===== src/rtl/scope_reader.sv =====
// Drain engine for the on-chip scope capture buffer: arms the scope, polls for a valid capture, then
// streams the header and every (delta, data) record. Optional poll timeout: SCOPE_READER_TIMEOUT_EN.
module scope_reader #(
   parameter int BUSW     = 64,
   parameter int CNTW     = 16,
   parameter int POLL_GAP = 16,
   parameter int TIMEOUT  = 65535
) (
   input  logic            clk,
   input  logic            reset,
   input  logic            start,
   input  logic [BUSW-4:0] delay_val,
   input  logic [BUSW-4:0] stop_addr,
   output logic [BUSW-1:0] bus_in,
   output logic            bus_write,
   output logic            bus_read,
   input  logic [BUSW-1:0] bus_out,
   output logic            out_valid,
   input  logic            out_ready,
   output logic [BUSW-1:0] out_data,
   output logic [1:0]      out_tag,
   output logic            out_last,
   output logic            busy,
   output logic            done,
   output logic            err
);

   localparam logic [2:0] CMD_GET_VALID  = 3'd0;
   localparam logic [2:0] CMD_GET_DATA   = 3'd1;
   localparam logic [2:0] CMD_GET_WIDTH  = 3'd2;
   localparam logic [2:0] CMD_GET_COUNT  = 3'd3;
   localparam logic [2:0] CMD_SET_DELAY  = 3'd4;
   localparam logic [2:0] CMD_SET_STOP   = 3'd5;
   localparam logic [2:0] CMD_GET_OFFSET = 3'd6;

   localparam logic [1:0] TAG_HDR   = 2'd0;
   localparam logic [1:0] TAG_DELTA = 2'd1;
   localparam logic [1:0] TAG_DATA  = 2'd2;

   localparam int SHW  = $clog2(BUSW);
   localparam int GAPW = (POLL_GAP > 1) ? $clog2(POLL_GAP + 1) : 1;

   typedef enum logic [3:0] {
      IDLE, W_DELAY, W_STOP, S_VALID, R_VALID, GAP, S_WIDTH, R_WIDTH,
      S_COUNT, R_COUNT, S_OFFSET, R_OFFSET, S_DATA, R_DATA, DONE
   } state_t;

   state_t             state_reg, state_next;
   logic               out_valid_reg, out_valid_next;
   logic [BUSW-1:0]    out_data_reg, out_data_next;
   logic [1:0]         out_tag_reg, out_tag_next;
   logic               out_last_reg, out_last_next;
   logic               done_reg, done_next;
   logic [GAPW-1:0]    gap_cnt_reg, gap_cnt_next;
   logic [CNTW-1:0]    wps_reg, wps_next;
   logic [CNTW-1:0]    count_reg, count_next;
   logic [CNTW-1:0]    word_idx_reg, word_idx_next;
   logic [CNTW-1:0]    sample_idx_reg, sample_idx_next;
   logic               out_free;
   logic               last_word;
   logic [CNTW:0]      chunk_sum, chunks;
   logic [CNTW-1:0]    wps_calc;

`ifdef SCOPE_READER_TIMEOUT_EN
   localparam int PCW = $clog2(TIMEOUT + 1);
   logic [PCW-1:0]     poll_cnt_reg, poll_cnt_next;
   logic               err_reg, err_next;
   assign err = err_reg;
`else
   assign err = 1'b0;
`endif

   // Words per sample: one delta word plus at least one data chunk of BUSW bits.
   assign chunk_sum = {1'b0, bus_out[CNTW-1:0]} + (CNTW+1)'(BUSW - 1);
   assign chunks    = chunk_sum >> SHW;
   assign wps_calc  = (chunks == '0) ? CNTW'(2) : CNTW'(chunks + 1'b1);

   assign out_free  = !out_valid_reg || out_ready;
   assign last_word = (sample_idx_reg == count_reg - 1'b1) && (word_idx_reg == wps_reg - 1'b1);

   assign out_valid = out_valid_reg;
   assign out_data  = out_data_reg;
   assign out_tag   = out_tag_reg;
   assign out_last  = out_last_reg;
   assign done      = done_reg;
   assign busy      = (state_reg != IDLE);

   always_comb begin
      state_next      = state_reg;
      bus_in          = '0;
      bus_write       = 1'b0;
      bus_read        = 1'b0;
      out_valid_next  = out_valid_reg && !out_ready;
      out_data_next   = out_data_reg;
      out_tag_next    = out_tag_reg;
      out_last_next   = out_last_reg;
      done_next       = 1'b0;
      gap_cnt_next    = gap_cnt_reg;
      wps_next        = wps_reg;
      count_next      = count_reg;
      word_idx_next   = word_idx_reg;
      sample_idx_next = sample_idx_reg;
`ifdef SCOPE_READER_TIMEOUT_EN
      poll_cnt_next   = poll_cnt_reg;
      err_next        = err_reg;
`endif
      case (state_reg)
         IDLE: begin
            if (start) begin
               state_next = W_DELAY;
`ifdef SCOPE_READER_TIMEOUT_EN
               err_next      = 1'b0;
               poll_cnt_next = '0;
`endif
            end
         end
         W_DELAY: begin
            bus_write  = 1'b1;
            bus_in     = {delay_val, CMD_SET_DELAY};
            state_next = W_STOP;
         end
         W_STOP: begin
            bus_write  = 1'b1;
            bus_in     = {stop_addr, CMD_SET_STOP};
            state_next = S_VALID;
         end
         S_VALID: begin
            bus_write  = 1'b1;
            bus_in     = {{(BUSW-3){1'b0}}, CMD_GET_VALID};
            state_next = R_VALID;
         end
         R_VALID: begin
            if (out_free) begin
               bus_read = 1'b1;
               if (bus_out[0]) begin
                  state_next = S_WIDTH;
               end else begin
`ifdef SCOPE_READER_TIMEOUT_EN
                  if (poll_cnt_reg == PCW'(TIMEOUT - 1)) begin
                     err_next   = 1'b1;
                     state_next = DONE;
                  end else begin
                     poll_cnt_next = poll_cnt_reg + 1'b1;
                     gap_cnt_next  = '0;
                     state_next    = GAP;
                  end
`else
                  gap_cnt_next = '0;
                  state_next   = GAP;
`endif
               end
            end
         end
         GAP: begin
            // The scope keeps GET_VALID selected, so the gap returns straight to the read.
            if (gap_cnt_reg == GAPW'(POLL_GAP - 1)) state_next = R_VALID;
            else gap_cnt_next = gap_cnt_reg + 1'b1;
         end
         S_WIDTH: begin
            bus_write  = 1'b1;
            bus_in     = {{(BUSW-3){1'b0}}, CMD_GET_WIDTH};
            state_next = R_WIDTH;
         end
         R_WIDTH: begin
            if (out_free) begin
               bus_read       = 1'b1;
               out_valid_next = 1'b1;
               out_data_next  = bus_out;
               out_tag_next   = TAG_HDR;
               out_last_next  = 1'b0;
               wps_next       = wps_calc;
               state_next     = S_COUNT;
            end
         end
         S_COUNT: begin
            bus_write  = 1'b1;
            bus_in     = {{(BUSW-3){1'b0}}, CMD_GET_COUNT};
            state_next = R_COUNT;
         end
         R_COUNT: begin
            if (out_free) begin
               bus_read       = 1'b1;
               out_valid_next = 1'b1;
               out_data_next  = bus_out;
               out_tag_next   = TAG_HDR;
               out_last_next  = 1'b0;
               count_next     = bus_out[CNTW-1:0];
               state_next     = (bus_out[CNTW-1:0] == '0) ? DONE : S_OFFSET;
            end
         end
         S_OFFSET: begin
            bus_write  = 1'b1;
            bus_in     = {{(BUSW-3){1'b0}}, CMD_GET_OFFSET};
            state_next = R_OFFSET;
         end
         R_OFFSET: begin
            if (out_free) begin
               bus_read        = 1'b1;
               out_valid_next  = 1'b1;
               out_data_next   = bus_out;
               out_tag_next    = TAG_HDR;
               out_last_next   = 1'b0;
               word_idx_next   = '0;
               sample_idx_next = '0;
               state_next      = S_DATA;
            end
         end
         S_DATA: begin
            bus_write  = 1'b1;
            bus_in     = {{(BUSW-3){1'b0}}, CMD_GET_DATA};
            state_next = R_DATA;
         end
         R_DATA: begin
            if (out_free) begin
               bus_read       = 1'b1;
               out_valid_next = 1'b1;
               out_data_next  = bus_out;
               out_tag_next   = (word_idx_reg == '0) ? TAG_DELTA : TAG_DATA;
               out_last_next  = last_word;
               if (last_word) begin
                  state_next = DONE;
               end else if (word_idx_reg == wps_reg - 1'b1) begin
                  word_idx_next   = '0;
                  sample_idx_next = sample_idx_reg + 1'b1;
               end else begin
                  word_idx_next = word_idx_reg + 1'b1;
               end
            end
         end
         DONE: begin
            // Wait until the final word leaves the output register.
            if (out_free) begin
               done_next  = 1'b1;
               state_next = IDLE;
            end
         end
         default: state_next = IDLE;
      endcase
   end

   always_ff @(posedge clk or negedge reset) begin
      if (!reset) begin
         state_reg      <= IDLE;
         out_valid_reg  <= 1'b0;
         out_data_reg   <= '0;
         out_tag_reg    <= '0;
         out_last_reg   <= 1'b0;
         done_reg       <= 1'b0;
         gap_cnt_reg    <= '0;
         wps_reg        <= '0;
         count_reg      <= '0;
         word_idx_reg   <= '0;
         sample_idx_reg <= '0;
`ifdef SCOPE_READER_TIMEOUT_EN
         poll_cnt_reg   <= '0;
         err_reg        <= 1'b0;
`endif
      end else begin
         state_reg      <= state_next;
         out_valid_reg  <= out_valid_next;
         out_data_reg   <= out_data_next;
         out_tag_reg    <= out_tag_next;
         out_last_reg   <= out_last_next;
         done_reg       <= done_next;
         gap_cnt_reg    <= gap_cnt_next;
         wps_reg        <= wps_next;
         count_reg      <= count_next;
         word_idx_reg   <= word_idx_next;
         sample_idx_reg <= sample_idx_next;
`ifdef SCOPE_READER_TIMEOUT_EN
         poll_cnt_reg   <= poll_cnt_next;
         err_reg        <= err_next;
`endif
      end
   end

endmodule


===== config.mk =====
export PLATFORM = sky130hd
export DESIGN_NAME = scope_reader
export DESIGN_NICKNAME = d
export VERILOG_FILES = /design/src/rtl/scope_reader.sv
export SDC_FILE = /design/constraint.sdc
export NUM_CORES = 1
export LEC_CHECK = 0
export ABC_AREA = 1
export CORE_ASPECT_RATIO = 0.9
export CORE_MARGIN = 4
export CORE_UTILIZATION = 45
export CTS_BUF_LIST = sky130_fd_sc_hd__clkbuf_4 sky130_fd_sc_hd__clkbuf_8 sky130_fd_sc_hd__clkbuf_16
export CTS_CLUSTER_SIZE = 30
export DETAILED_ROUTE_END_ITERATION = 8
export PLACE_DENSITY_LB_ADDON = 0.25
export SETUP_SLACK_MARGIN = 0.02
export SLEW_MARGIN = 20
export SYNTH_ARGS = -nofsm -noshare
export SYNTH_HDL_FRONTEND = slang
export SYNTH_SLANG_ARGS = --single-unit

===== constraint.sdc =====
create_clock -name clk -period 2.8 [get_ports clk]
set_clock_uncertainty 0.1 [all_clocks]
set_input_delay 0.42 -clock clk [delete_from_list [all_inputs] [get_ports clk]]
set_output_delay 0.42 -clock clk [all_outputs]
set_load 0.1 [all_outputs]

==> out/summary.txt, run 1 <==
Synth warn - 0
Row count - 48
Endpoint type of the worst setup path - output pin
Vert. Die Dim - 142 um
Clock latency on the worst-skew pair - 0.42 ns
Top-area cell type share of the netlist area - 38.3%
Final setup fails - 0
Synth cell types - 41
Synth Instances - 1201
Chip width - 157 um
Mapped Nets - 1400
Antenna Nets Post-Route - 0
Num CTS Buffers - 17
Die ar. - 22400 um^2
Proportion of layout cells with a drive suffix above 1 - 18.7%
IO Pins - 327
CP Launch Type - flip-flop
WL/cell - 19.1 um
Period utilization - 95.7%
Core ar. - 19500 um^2
Endpoint, Worst Hold - out_data[14]
Fin. max-slew vios - 0
RR Startpoint - count_reg[0]
Hold Startpoint - out_data[14]
Fin area - 13700 um^2
Post-Syn Area - 9020 um^2
CTS root buf - clkbuf_16
Placer Congestion - 0.978
Pwr Total - 19.1 mW
Total GRT Usage - 29.8%
Synth area leaders - dfrtp_1, nand2_1, mux2_2, a22o_1, nand3_1
Slew HR - 61.8%
Dpl cell area - 13000 um^2
Post-synth EDFFs - 0
Pwr Density - 1400 nW/um^2
Max reg flops - 64
Initial DRC Count - 880
Synth-to-Final Area Change - 51.8%
Avg Vias per Cell - 5.40
CP Data Arrival Time - 2.16 ns
Most used DFF post-synth - dfrtp_1
Worst slew pin tran - 0.569 ns
WHS Path Cells - 2
MaxCap Viol Count - 0
Setup CP Type - reg2out
Syn avg cell area - 7.51 um^2
FF+latch count, synth - 138
Nets - 1722
Initial antenna violation count - 2
Starting density of the core - 46.4%
Clock Tree Buf Depth - 2
# DRC - 0
First-pass iteration count of the detailed router - 5
Clk sinks - 138
First-pass GRT wire length - 51500 um
Flop2flop setup slack - 0.20 ns
Final wirelength - 34100 um
Maximum VDD drop - 0.00119 V
H-tree depth - 4
Buffers on Ports - 325
CP max FO - 6
Status - finished, final reports clean
DP Wirelength - 27000 um
Synth top cells by count - nand2_1, dfrtp_1, nor2_1, inv_1, nand3_1
Required @ worst endpoint - 2.28 ns
Setup tns final - 0 ns
Largest net degree at the start of global routing - 63
CTS tree - yes
Leakage power - 6.45 nW
Top-count cell post-synth - nand2_1
R2R depth - 15
Post-synthesis sequential area ratio - 38.3%
Grt ovf - 0
Reg-to-reg endpoint - state_reg[3]
Vias in the first global route - 9185
Final Hold Viols - 0
Worst min-delay path class - reg2reg
Cell accounting for the most synthesized area - dfrtp_1
Min Tclk post-route - 2.68 ns
Setup Buffers After CTS - 0
Vias - 9643
Post-synthesis async set-or-reset flop share - 100%
Achievable frequency - 0.373 GHz
Clock slew at reported path FFs - 0.07 ns
RSZ-0062 raised after global routing - false
-- worst max path at each step --
stage                    to  cells after the start          from
2_1_floorplan      bus_read                      8  state_reg[0]
3_3_place_gp     wps_reg[4]                     14    bus_out[5]
3_5_place_dp     wps_reg[4]                     12    bus_out[0]
4_1_cts          bus_in[53]                      6  state_reg[3]
5_1_grt        state_reg[2]                     17  count_reg[0]
6_report           bus_read                      9  state_reg[3]
-- per-stage QoR --
stage	setup slack [ns]	instances	util, %	hold slack [ns]
2_1_floorplan	0.0238	1201	-	0.0244
3_3_place_gp	0.149	1751	67.0	0.319
3_5_place_dp	0.0839	1751	67.0	0.323
4_1_cts	0.0209	1784	70.1	0.394
5_1_grt	0.0172	1787	70.4	0.420
6_report	0.121	1787	70.4	0.394
-- layer usage --
metal / wire (um) / GRT usage, % / vias to the layer above
li1: - / - / 4590
met3: 3480 / 10.7 / 63
met2: 16500 / 48.3 / 444
met1: 13200 / 37.8 / 4544
met4: 892 / 8.56 / 2
met5: 11 / 0 / -
-- cells in the final DEF (no fill, tap or decap), types with 3 or more instances in the layout --
| master | n |
|---|---|
| nand2_2 | 5 |
| clkinv_4 | 3 |
| inv_1 | 110 |
| inv_2 | 7 |
| nand3_4 | 3 |
| buf_12 | 66 |
| clkbuf_16 | 18 |
| inv_8 | 4 |
| o22ai_1 | 3 |
| xnor2_1 | 14 |
| inv_6 | 6 |
| a22o_1 | 61 |
| nor4_1 | 7 |
| nand3b_1 | 10 |
| nor2_4 | 7 |
| nand3_1 | 90 |
| buf_4 | 91 |
| a21oi_1 | 7 |
| dfrtp_1 | 136 |
| nor2_1 | 116 |
| ha_1 | 8 |
| o21ai_0 | 49 |
| mux2_2 | 48 |
| nand3_2 | 3 |
| nor3_1 | 25 |
| nand2_4 | 3 |
| nand2_1 | 349 |
| clkdlybuf4s50_1 | 188 |
| xor2_1 | 35 |
| nand4_1 | 28 |
| nor2_2 | 13 |
-- kinds of logic (layout without fill, tap and decap cells) --
| family | after synthesis | in the layout | synth area share (%) |
|---|---|---|---|
| buffers and inverters | 165 | 499 | 7.42 |
| adder cells (fa/ha/maj) | 9 | 9 | 1.25 |
| other | 1 | 2 | 0.0416 |
| AND/OR/NAND/NOR | 665 | 666 | 32.6 |
| multiplexers | 48 | 48 | 5.99 |
| AO/OA/AOI/OAI | 126 | 126 | 9.66 |
| XOR/XNOR | 49 | 49 | 4.76 |
| flip-flops | 138 | 138 | 38.3 |
-- report_power, final --
group,switching (mW),internal [mW]
logic,9.63,3.88
clock network,1.02,1.28
registers,0.607,2.72
total,11.3,7.88
-- critical path, stage by stage (launching register included) --
cell and delay [ns]:
dfrtp_2 0.43, inv_2 0.07, nor2_1 0.13, inv_1 0.11, nor2_1 0.16, inv_2 0.12
nand3_1 0.19, nor2_1 0.09, nor2_1 0.21, buf_12 0.21
-- area by class of cell --
class                   count  area (um^2)
flip-flops and latches    138         3460
clock inverters            15          170
well taps                 250          313
repair buffers            348         3930
clock buffers              17          425
diodes                      1         2.50
inverters                 119          449
fillers                  1507         5760
multi-input cells         899         4950
-- what timing repair did --
action                     in CTS  in global routing
cloned                          0                  2
setup endpoints to repair      24                 98
hold endpoints to repair       53                  0
hold buffers                    1                  0
resized for setup               1                  8
pin swaps                       0                  1
No activity file was read; power rests on OpenSTA's default activity.
==> run 2, diff against run 1 <==
--- a/config.mk
+++ b/config.mk
@@ -12,9 +12,10 @@
 export CTS_BUF_LIST = sky130_fd_sc_hd__clkbuf_4 sky130_fd_sc_hd__clkbuf_8 sky130_fd_sc_hd__clkbuf_16
 export CTS_CLUSTER_SIZE = 30
 export DETAILED_ROUTE_END_ITERATION = 8
+export GPL_TIMING_DRIVEN = 0
 export PLACE_DENSITY_LB_ADDON = 0.25
 export SETUP_SLACK_MARGIN = 0.02
-export SLEW_MARGIN = 20
+export SLEW_MARGIN = 30
 export SYNTH_ARGS = -nofsm -noshare
 export SYNTH_HDL_FRONTEND = slang
 export SYNTH_SLANG_ARGS = --single-unit
==> out/summary.txt, run 2 (same netlist as run 1, synthesis figures left out) <==
Grt ovf - 0 (unchanged)
Row count - 48 (unchanged)
Final setup fails - 0 (unchanged)
Die ar. - 22400 um^2 (unchanged)
Layout Cells excl Fill - 1814 (+1.5%)
Cell Int Power - 7.26 mW (-7.9%)
Final Hold Viols - 0 (unchanged)
RSZ-0062 raised after global routing - true
Buffers on Ports - 325 (unchanged)
Initial DRC Count - 765 (-13%)
Nets - 1747 (+1.5%)
Dpl cell area - 12600 um^2 (-3.5%)
Status - finished, final reports clean
Leakage power - 6.26 nW (-2.9%)
First-pass iteration count of the detailed router - 5 (unchanged)
CTS root buf - clkbuf_16
Core ar. - 19500 um^2 (unchanged)
Placed cells - 1777 (+1.5%)
Clock Tree Buf Depth - 2 (unchanged)
Sw power - 11.1 mW (-1.0%)
Placer Congestion - 0.971 (-0.76%)
# DRC - 0 (unchanged)
Chip width - 157 um (unchanged)
Pwr Total - 18.4 mW (-3.8%)
Final wirelength - 34400 um (+0.97%)
Hold Slack - 0.391 ns (-0.00242 ns)
Starting density of the core - 46.4% (unchanged)
Fillers - 1671 (+11%)
Cell family with most CP delay - buffers and inverters
CP Data Arrival Time - 2.22 ns (+0.06 ns)
Clock latency on the worst-skew pair - 0.43 ns (about the same)
Vias in the first global route - 9389 (+2.2%)
Pwr Density - 1390 nW/um^2 (-0.79%)
Largest net degree at the start of global routing - 81 (+29%)
First-pass GRT wire length - 52400 um (+1.8%)
Comb power frac - 69.3% (-1.3 points)
Flop pwr share - 17.9% (+0.5 points)
Area of the multi-input gates - 4950 um^2 (-0.10%)
Proportion of layout cells with a drive suffix above 1 - 14.7% (-4.0 points)
Fin. max-slew vios - 0 (unchanged)
Worst min-delay path class - reg2reg
Maximum VDD drop - 0.00135 V (+14%)
CP max FO - 6 (unchanged)
Clk sinks - 138 (unchanged)
Worst slew pin tran - 1.05 ns (+0.480 ns)
Max reg flops - 64 (unchanged)
Required @ worst endpoint - 2.28 ns (about the same)
Total GRT Usage - 30.4% (+0.63 points)
Most frequent cells in the layout - nand2_1, clkdlybuf4s50_1, dfrtp_1
H-tree depth - 4 (unchanged)
Min Tclk post-route - 2.74 ns (+0.0596 ns)
Clock slew at reported path FFs - 0.07 ns (about the same)
Synth-to-Final Area Change - 47.2%
Slew HR - 29.9% (-32 points)
CTS tree - yes
MaxCap Viol Count - 0 (unchanged)
Period utilization - 97.8% (+2.1 points)
Clk pwr share - 12.7% (+0.7 points)
Avg Vias per Cell - 5.36 (-0.73%)
CP Launch Type - flip-flop
Commonest non-fill, non-tap cell in the layout - nand2_1
Setup tns final - 0 ns (unchanged)
Fin area - 13300 um^2 (-3.1%)
Storage cell area - 3450 um^2 (about the same)
Crit-path max cell delay - 0.50 ns (+0.07 ns)
Initial antenna violation count - 4 (+2)
Endpoint type of the worst setup path - output pin
Achievable frequency - 0.365 GHz (-2.2%)
Crit path cell chain - inv_2, nor2_1, inv_1, nor2_1, inv_2, nand3_1, nor2_1, nor2_1, buf_4
Crit-path most repeated cell - nor2_1
WL/cell - 19.0 um (-0.53%)
Num CTS Buffers - 17 (unchanged)
DP Wirelength - 27900 um (+3.1%)
Setup CP Type - reg2out
IO Pins - 327 (unchanged)
Sw Share - 60.6% (+1.7 points)
Vias - 9717 (+0.77%)
Antenna Nets Post-Route - 0 (unchanged)
Vert. Die Dim - 142 um (unchanged)
Crit path buffers/inverters - 4 (unchanged)
Crit-path slowest cell - dfrtp_1
[run 2: final timing paths]
| check | startpoint | to | slack (ns) | cells past startpoint |
|---|---|---|---|---|
| setup / recovery | state_reg[3] | bus_read | 0.06 | 9 |
| hold / removal | out_data[6] | out_data[6] | 0.39 | 2 |
| max in group asynchronous | reset | word_idx_reg[5] | 1.45 | 3 |
| min in group asynchronous | reset | out_data[41] | 0.41 | 2 |
| setup reg to reg | wps_reg[0] | sample_idx_reg[8] | 0.19 | 14 |
| hold reg to reg | out_data[6] | out_data[6] | 0.39 | 2 |
[run 2: what timing repair did]
item	CTS	global route
endpoints found under the setup margin	66	88
gates resized for setup	355	44
pin swaps	0	1
buffers inserted	0	1
endpoints found under the hold margin	58	0
hold buffers	1	0
[run 2: through the flow]
step                setup WS [ns]  utilization, %
global placement            -4.31            64.8
detailed placement         -0.911            64.7
global route              0.00601            68.2
floorplan                  0.0238               -
CTS                      -0.00468            67.7
finish                     0.0614            68.3
[run 2: worst min-delay path, cell delays in order (launching register included)]
cell     delay (ns)
dfrtp_1        0.35
nand2_1        0.05
o21ai_0        0.06
[run 2: cell type report]
class                   count  share of cell area (%)
multi-input cells         898                    37.3
flip-flops and latches    138                    26.0
repair buffers            328                    24.4
inverters                 119                    3.36
clock buffers              17                    3.20
well taps                 250                    2.35
plain buffers              46                    1.85
clock inverters            15                    1.51
diodes                      3                  0.0565
[run 2: routing by layer]
metal | GRT usage (%) | up-vias | wire (um)
li1 | - | 4649 | -
met1 | 38.5 | 4566 | 13800
met2 | 47.2 | 423 | 16100
met3 | 10.1 | 77 | 3190
met4 | 14.3 | 2 | 1380
met5 | 0 | - | 14
[run 2: power by group through the flow]
stage                     clock [mW]  sequential (mW)  combinational (mW)
final                           2.34             3.30                12.8
after global routing            2.45             3.40                13.4
after CTS                       2.35             3.28                12.6
after detailed placement           0             3.31                12.6
after global placement             0             3.27                12.5
after floorplan                    0             6.63                6.16
==> run 3, diff against run 2 <==
--- a/config.mk
+++ b/config.mk
@@ -6,6 +6,7 @@
 export NUM_CORES = 1
 export LEC_CHECK = 0
 export ABC_AREA = 1
+export ABC_CLOCK_PERIOD_IN_PS = 2800
 export CORE_ASPECT_RATIO = 0.9
 export CORE_MARGIN = 4
 export CORE_UTILIZATION = 45
==> results of run 3 <==
No change in the layout: final DEF, timing and power equal those of run 2.
